$ cat src/rtl/alu_op_sequencer_if.sv
// Command, ALU and result channels between the control side,
// the sequencer and the combinational ALU.
interface alu_op_sequencer_if #(
    parameter int N    = 4,
    parameter int OP_W = 4
);
    logic            cmd_valid;
    logic            cmd_ready;
    logic [OP_W-1:0] cmd_op;
    logic [N-1:0]    cmd_a;
    logic [N-1:0]    cmd_b;
    logic [OP_W-1:0] alu_op;
    logic [N-1:0]    alu_a;
    logic [N-1:0]    alu_b;
    logic [N-1:0]    alu_result;
    logic [3:0]      alu_flags;
    logic            res_valid;
    logic            res_ready;
    logic [N-1:0]    res_data;
    logic [3:0]      res_flags;
    logic            res_err;

    // Control side plus ALU model: issues commands, consumes results.
    modport master (
        output cmd_valid, cmd_op, cmd_a, cmd_b,
        output alu_result, alu_flags, res_ready,
        input  cmd_ready, alu_op, alu_a, alu_b,
        input  res_valid, res_data, res_flags, res_err
    );

    // Sequencer side.
    modport slave (
        input  cmd_valid, cmd_op, cmd_a, cmd_b,
        input  alu_result, alu_flags, res_ready,
        output cmd_ready, alu_op, alu_a, alu_b,
        output res_valid, res_data, res_flags, res_err
    );
endinterface

$ cat src/rtl/alu_op_sequencer.sv
// Sequences one ALU command per handshake: registers operands,
// captures result/flags, returns them with sticky status and a count.
module alu_op_sequencer #(
    parameter int N       = 4,
    parameter int OP_W    = 4,
    parameter int NUM_OPS = 10,
    parameter int CNT_W   = 8
) (
    input  logic             clk,
    input  logic             rst_n,
    alu_op_sequencer_if.slave bus,
    input  logic             clr_sticky,
    output logic [3:0]       sticky_flags,
    output logic [CNT_W-1:0] ops_done
);
    typedef enum logic [1:0] {
        IDLE = 2'd0,
        EXEC = 2'd1,
        DONE = 2'd2
    } state_t;

    localparam logic [OP_W:0] NUM_OPS_W = (OP_W+1)'(NUM_OPS);

    state_t state;
    logic   legal;
    logic   hs;

    assign legal = ({1'b0, bus.alu_op} < NUM_OPS_W);
    assign hs    = (state == DONE) && bus.res_ready;

    // Accept in IDLE, or in DONE when the current result is taken.
    always_comb begin
        bus.cmd_ready = 1'b0;
        unique case (state)
            IDLE:    bus.cmd_ready = 1'b1;
            DONE:    bus.cmd_ready = bus.res_ready;
            default: bus.cmd_ready = 1'b0;
        endcase
    end

    // Sequencer FSM with registered ALU operands, result and status.
    always_ff @(posedge clk or negedge rst_n) begin
        if (!rst_n) begin
            state         <= IDLE;
            bus.alu_op    <= '0;
            bus.alu_a     <= '0;
            bus.alu_b     <= '0;
            bus.res_valid <= 1'b0;
            bus.res_data  <= '0;
            bus.res_flags <= '0;
            bus.res_err   <= 1'b0;
            sticky_flags  <= '0;
            ops_done      <= '0;
        end else begin
            unique case (state)
                IDLE: begin
                    if (bus.cmd_valid) begin
                        bus.alu_op <= bus.cmd_op;
                        bus.alu_a  <= bus.cmd_a;
                        bus.alu_b  <= bus.cmd_b;
                        state      <= EXEC;
                    end
                end
                EXEC: begin
                    if (legal) begin
                        bus.res_data  <= bus.alu_result;
                        bus.res_flags <= bus.alu_flags;
                        bus.res_err   <= 1'b0;
                    end else begin
                        bus.res_data  <= '0;
                        bus.res_flags <= '0;
                        bus.res_err   <= 1'b1;
                    end
                    bus.res_valid <= 1'b1;
                    state         <= DONE;
                end
                DONE: begin
                    if (hs) begin
                        ops_done      <= ops_done + CNT_W'(1);
                        sticky_flags  <= sticky_flags | bus.res_flags;
                        bus.res_valid <= 1'b0;
                        if (bus.cmd_valid) begin
                            bus.alu_op <= bus.cmd_op;
                            bus.alu_a  <= bus.cmd_a;
                            bus.alu_b  <= bus.cmd_b;
                            state      <= EXEC;
                        end else begin
                            state <= IDLE;
                        end
                    end
                end
                default: state <= IDLE;
            endcase
            if (clr_sticky) begin
                sticky_flags <= '0;
            end
        end
    end
endmodule

$ cat src/flat_wrapper.sv
// flat-port wrapper written by rule: the top's interface ports become plain ports
module alu_op_sequencer_flat 
#(
    parameter int N       = 4,
    parameter int OP_W    = 4,
    parameter int NUM_OPS = 10,
    parameter int CNT_W   = 8
)
  (clk, rst_n, clr_sticky, sticky_flags, ops_done, bus_cmd_valid, bus_cmd_op, bus_cmd_a, bus_cmd_b, bus_alu_result, bus_alu_flags, bus_res_ready, bus_cmd_ready, bus_alu_op, bus_alu_a, bus_alu_b, bus_res_valid, bus_res_data, bus_res_flags, bus_res_err);
  alu_op_sequencer_if #(.N(N), .OP_W(OP_W)) bus_i ();
  input  logic clk;
  input  logic rst_n;
  input  logic clr_sticky;
  output logic [3:0] sticky_flags;
  output logic [CNT_W-1:0] ops_done;
  input wire logic [$bits(bus_i.cmd_valid)-1:0] bus_cmd_valid;
  input wire logic [$bits(bus_i.cmd_op)-1:0] bus_cmd_op;
  input wire logic [$bits(bus_i.cmd_a)-1:0] bus_cmd_a;
  input wire logic [$bits(bus_i.cmd_b)-1:0] bus_cmd_b;
  input wire logic [$bits(bus_i.alu_result)-1:0] bus_alu_result;
  input wire logic [$bits(bus_i.alu_flags)-1:0] bus_alu_flags;
  input wire logic [$bits(bus_i.res_ready)-1:0] bus_res_ready;
  output wire logic [$bits(bus_i.cmd_ready)-1:0] bus_cmd_ready;
  output wire logic [$bits(bus_i.alu_op)-1:0] bus_alu_op;
  output wire logic [$bits(bus_i.alu_a)-1:0] bus_alu_a;
  output wire logic [$bits(bus_i.alu_b)-1:0] bus_alu_b;
  output wire logic [$bits(bus_i.res_valid)-1:0] bus_res_valid;
  output wire logic [$bits(bus_i.res_data)-1:0] bus_res_data;
  output wire logic [$bits(bus_i.res_flags)-1:0] bus_res_flags;
  output wire logic [$bits(bus_i.res_err)-1:0] bus_res_err;
  assign bus_i.cmd_valid = bus_cmd_valid;
  assign bus_i.cmd_op = bus_cmd_op;
  assign bus_i.cmd_a = bus_cmd_a;
  assign bus_i.cmd_b = bus_cmd_b;
  assign bus_i.alu_result = bus_alu_result;
  assign bus_i.alu_flags = bus_alu_flags;
  assign bus_i.res_ready = bus_res_ready;
  assign bus_cmd_ready = bus_i.cmd_ready;
  assign bus_alu_op = bus_i.alu_op;
  assign bus_alu_a = bus_i.alu_a;
  assign bus_alu_b = bus_i.alu_b;
  assign bus_res_valid = bus_i.res_valid;
  assign bus_res_data = bus_i.res_data;
  assign bus_res_flags = bus_i.res_flags;
  assign bus_res_err = bus_i.res_err;
  alu_op_sequencer #(.N(N), .OP_W(OP_W), .NUM_OPS(NUM_OPS), .CNT_W(CNT_W)) u_core (.clk(clk), .rst_n(rst_n), .bus(bus_i), .clr_sticky(clr_sticky), .sticky_flags(sticky_flags), .ops_done(ops_done));
endmodule
$ cat config.mk
export PLATFORM = sky130hd
export DESIGN_NAME = alu_op_sequencer_flat
export DESIGN_NICKNAME = d
export VERILOG_FILES = /design/src/rtl/alu_op_sequencer_if.sv /design/src/rtl/alu_op_sequencer.sv /design/src/flat_wrapper.sv
export SDC_FILE = /design/constraint.sdc
export NUM_CORES = 1
export LEC_CHECK = 0
export ABC_AREA = 1
export ABC_CLOCK_PERIOD_IN_PS = 1200
export BUFFER_PORTS_ARGS = -buffer_cell sky130_fd_sc_hd__buf_4
export CORE_MARGIN = 10
export CORE_UTILIZATION = 45
export CTS_CLUSTER_DIAMETER = 100
export DETAILED_ROUTE_END_ITERATION = 7
export GPL_ROUTABILITY_DRIVEN = 0
export GPL_TIMING_DRIVEN = 0
export PLACE_DENSITY_LB_ADDON = 0.2
export REMOVE_ABC_BUFFERS = 1
export SYNTH_ARGS = -nofsm -noshare
export SYNTH_HDL_FRONTEND = slang
export SYNTH_SLANG_ARGS = --single-unit
$ cat constraint.sdc
create_clock -name clk -period 1.2 [get_ports clk]
set_clock_uncertainty 0.05 [all_clocks]
set_input_delay 0.06 -clock clk [delete_from_list [all_inputs] [get_ports clk]]
set_output_delay 0.06 -clock clk [all_outputs]
set_load 0.02 [all_outputs]
==> run_results.csv <==
group,metric,value,unit
synth,synthXorXnorAreaFrac,0.0236,
place,post-place-cells,265,
layout,final-seq-area,903,um2
synth,synth.area.mux_share,0,
global_route,grt_use_met3,0.0495,
route,wl_per_cell,14.2,um
timing,fin_ws,-0.0873,ns
route,totalWireLength,4340,um
global_route,grt_pass1_wl,6500,um
synth,syn-cell-area,1480,um2
synth,ys_seq_area_frac,0.608,
power,p_leak,1.31,nW
power,powerDensity,2340,nW/um2
global_route,antenna_found_initial,1,
route,num_vias,1380,
timing,fmax,0.777,GHz
floorplanning,initial_core_util,0.478,
route,first_iter_violations,34,
timing,holdWs,0.0138,ns
synth,netlist_instances,164,
layout,multi_input_area,612,um2
floorplanning,die_w,77.4,um
critical_path,critPathSlowestCell,"dfrtp_2",
critical_path,worstPathArrival,1.48,ns
synth,synth_fa_ha_area_frac,0.00844,
critical_path,critical_path.cell_chain,"nand3_4 -> nand2_4 -> buf_6 -> nand2_8 -> clkinv_8 -> nand2_2 -> nand2_1",
floorplanning,ios,60,
layout,nNetsFinal,286,
synth,ys_ff_latch,36,
timing,relSlewSlack,0.694,
layout,synthToLayoutAreaGrowth,66.3,%
route,firstDrtPassIters,4,
route,postRouteAntennaNets,0,
critical_path,critical_path.startpoint_type,"register",
synth,synth.top_cell.area_share,0.608,
timing,fin_crit_sh,1.07,
timing,slew_violations,0,
global_route,grt_usage,0.135,
critical_path,cp_max_fo,8,
cts,h-tree-depth,2,
floorplanning,die_y,77.4,um
synth,synth_top_family_by_area,"simple AND/OR/NAND/NOR gates",
place,io_buffers,59,
global_route,use_met1,0.136,
timing,hold_violations,0,
global_route,grt_pass1_vias,1354,
synth,yosysWarnings,0,
cts,clk_pin_slew,0.11,ns
synth,syn_area_per_cell,9.04,um2
job,maxCapViolations,0,
global_route,use_met2,0.240,
timing,rsz0062_at_grt,"yes",
critical_path,critPathCaptureType,"register",
floorplanning,die_area,5990,um2
global_route,grt_start_max_net_pins,37,
timing,tightestPinTransition,0.459,ns
run_status,violations,"negative setup slack",
power,max-vdd-ir-drop,1.43,mV
synth,synth_compound_area_frac,0.0253,
global_route,grt_overflow,0,
route,drc_errors,0,
hold_path,hold_path_class,"in -> reg",
synth,yosys.area_share.simple,0.275,
synth,synthTopCellsByArea,"dfrtp_1, nand2_1, inv_1, a21oi_1, nand3_1",
cts,worstSkewPairLatency,0.35,ns
layout,drive_gt1_frac,0.418,
cts,clockRootBuffer,"clkbuf_4",
synth,synth_area_leader_cell,"dfrtp_1",
cts,cts_buffers,5,
timing,fin_crit,1.29,ns
cts,cts_tree,"built",
synth,ys_types,19,
cts,clock_path_buffers,2,
timing,finalSetupViolCount,20,
route,vias_per_cell,4.51,
critical_path,required,1.39,ns
global_route,grt.busiest_layer,"met2",
layout,fillCellCount,225,
floorplanning,rows,20,
floorplanning,core,3100,um2
place,dp_hpwl,2710,um
layout,final_cells,306,
critical_path,max_stage_delay,0.47,ns
critical_path,setup.worst_path.class,"reg -> reg",
run_status,status,"finished with violations",
cts,cts_sinks,36,
==> final timing paths <==
| kind | end | slack (ns) | from | cells after the start |
|---|---|---|---|---|
| max | u_core.bus.alu_op[3]$_DFFE_PN0P_ | -0.09 | u_core.state[1]$_DFFE_PN0P_ | 7 |
| min | u_core.bus.alu_b[3]$_DFFE_PN0P_ | 0.01 | bus_cmd_valid | 4 |
| max reg2reg | u_core.bus.alu_op[3]$_DFFE_PN0P_ | -0.09 | u_core.state[1]$_DFFE_PN0P_ | 7 |
| min reg2reg | u_core.state[1]$_DFFE_PN0P_ | 0.42 | u_core.state[0]$_DFFE_PN0P_ | 1 |
| max in group asynchronous | u_core.ops_done[0]$_DFFE_PN0P_ | 0.60 | rst_n | 2 |
| min in group asynchronous | u_core.ops_done[3]$_DFFE_PN0P_ | 0.15 | rst_n | 2 |
==> per-stage QoR <==
| stage | area [um2] | setup TNS, ns | setup WS (ns) | total power, W | util |
|---|---|---|---|---|---|
| 6_report | 2470 | -0.769 | -0.0873 | 0.00576 | 0.795 |
| 5_1_grt | 2470 | -2.24 | -0.126 | 0.00612 | 0.795 |
| 4_1_cts | 2290 | -0.141 | -0.0908 | 0.00537 | 0.738 |
| 3_5_place_dp | 1960 | -0.167 | -0.0313 | 0.00451 | 0.632 |
| 3_3_place_gp | 1960 | -0.0117 | -0.0117 | 0.00443 | 0.632 |
| 2_1_floorplan | 1460 | -0.104 | -0.0883 | 0.00340 | - |
==> critical path: cells and delay by family, from the launching register on <==
family,cells,cell delay (ns)
and+or+nand+nor,5,0.44
DFF,1,0.47
buffers and inverters,2,0.23
==> layer usage <==
metal  vias to the layer above  part of all wire
met5                         -                 0
met4                         0             0.016
met3                         7             0.063
met2                        41              0.54
met1                       646              0.38
li1                        686                 -
==> synthesized netlist by cell type <==
library cell,n
inv_4,1
nand3_1,5
buf_6,1
dfrtp_1,36
buf_4,1
o21a_1,1
nor2_4,1
xor2_1,2
xnor2_1,2
nand2_1,81
inv_2,2
a21oi_1,5
ha_1,1
o21ai_0,1
nor2_1,4
inv_1,15
nand3_4,1
nor2_2,2
nand2_4,2
==> sequential cells by signal, summed over array words and instances (netlist names) <==
register and flops:
u_core.bus.res_valid 1, u_core.bus.alu_op 4, u_core.state 2, u_core.bus.res_err 1, u_core.bus.alu_b 4, u_core.bus.alu_a 4, u_core.bus.res_data 4, u_core.ops_done 8
u_core.sticky_flags 4, u_core.bus.res_flags 4
==> kinds of logic after synthesis <==
| kind of cell | after synthesis |
|---|---|
| adders and majority gates | 1 |
| AOI/OAI and AO/OA | 7 |
| buffers and inverters | 20 |
| and+or+nand+nor | 96 |
| DFF | 36 |
| xor gates and xnor gates | 4 |
==> repair_timing <==
action	in CTS	in global routing
setup endpoints to repair	23	32
gates cloned	1	2
pin swaps	2	13
resized for setup	5	34
hold buffers	22	0
buffers inserted	2	5
hold endpoints to repair	60	0
==> power by group <==
group          switching [W]  leakage, nW  internal (W)
registers           0.000395        0.440       0.00170
logic                0.00168        0.835       0.00129
clock network       0.000410       0.0380      0.000279
==> placed cells by master (no fill, tap or decap) <==
master / synthesis / routed
nand2_1: 81 / 65
buf_4: 1 / 63
dfrtp_1: 36 / 34
dlygate4sd3_1: 0 / 22
inv_1: 15 / 14
nand2_2: 0 / 13
nand2_4: 2 / 5
a21oi_1: 5 / 5
nor2_4: 1 / 5
clkbuf_4: 0 / 5
nand3_1: 5 / 4
nor2_1: 4 / 3
inv_4: 1 / 2
xor2_1: 2 / 2
clkinv_2: 0 / 2
buf_6: 1 / 2
dfrtp_2: 0 / 2
diode_2: 0 / 1
inv_2: 2 / 1
nand3_4: 1 / 1
nand2_8: 0 / 1
clkinv_8: 0 / 1
o21a_1: 1 / 1
nand3_2: 0 / 1
o21ai_0: 1 / 1
xnor2_1: 2 / 1
xnor2_2: 0 / 1
ha_2: 0 / 1
clkbuf_8: 0 / 1
inv_8: 0 / 1
buf_12: 0 / 1
==> area by class of cell <==
type | instances | area share
Inverter | 18 | 0.0345
Clock buffer | 6 | 0.0208
Antenna cell | 1 | 0.00101
Tap cell | 44 | 0.0223
Clock inverter | 2 | 0.00406
Timing Repair inverter | 1 | 0.00457
Sequential cell | 36 | 0.366
Multi-Input combinational cell | 110 | 0.248
Timing Repair Buffer | 88 | 0.298
(Power assumes the default switching activity.)
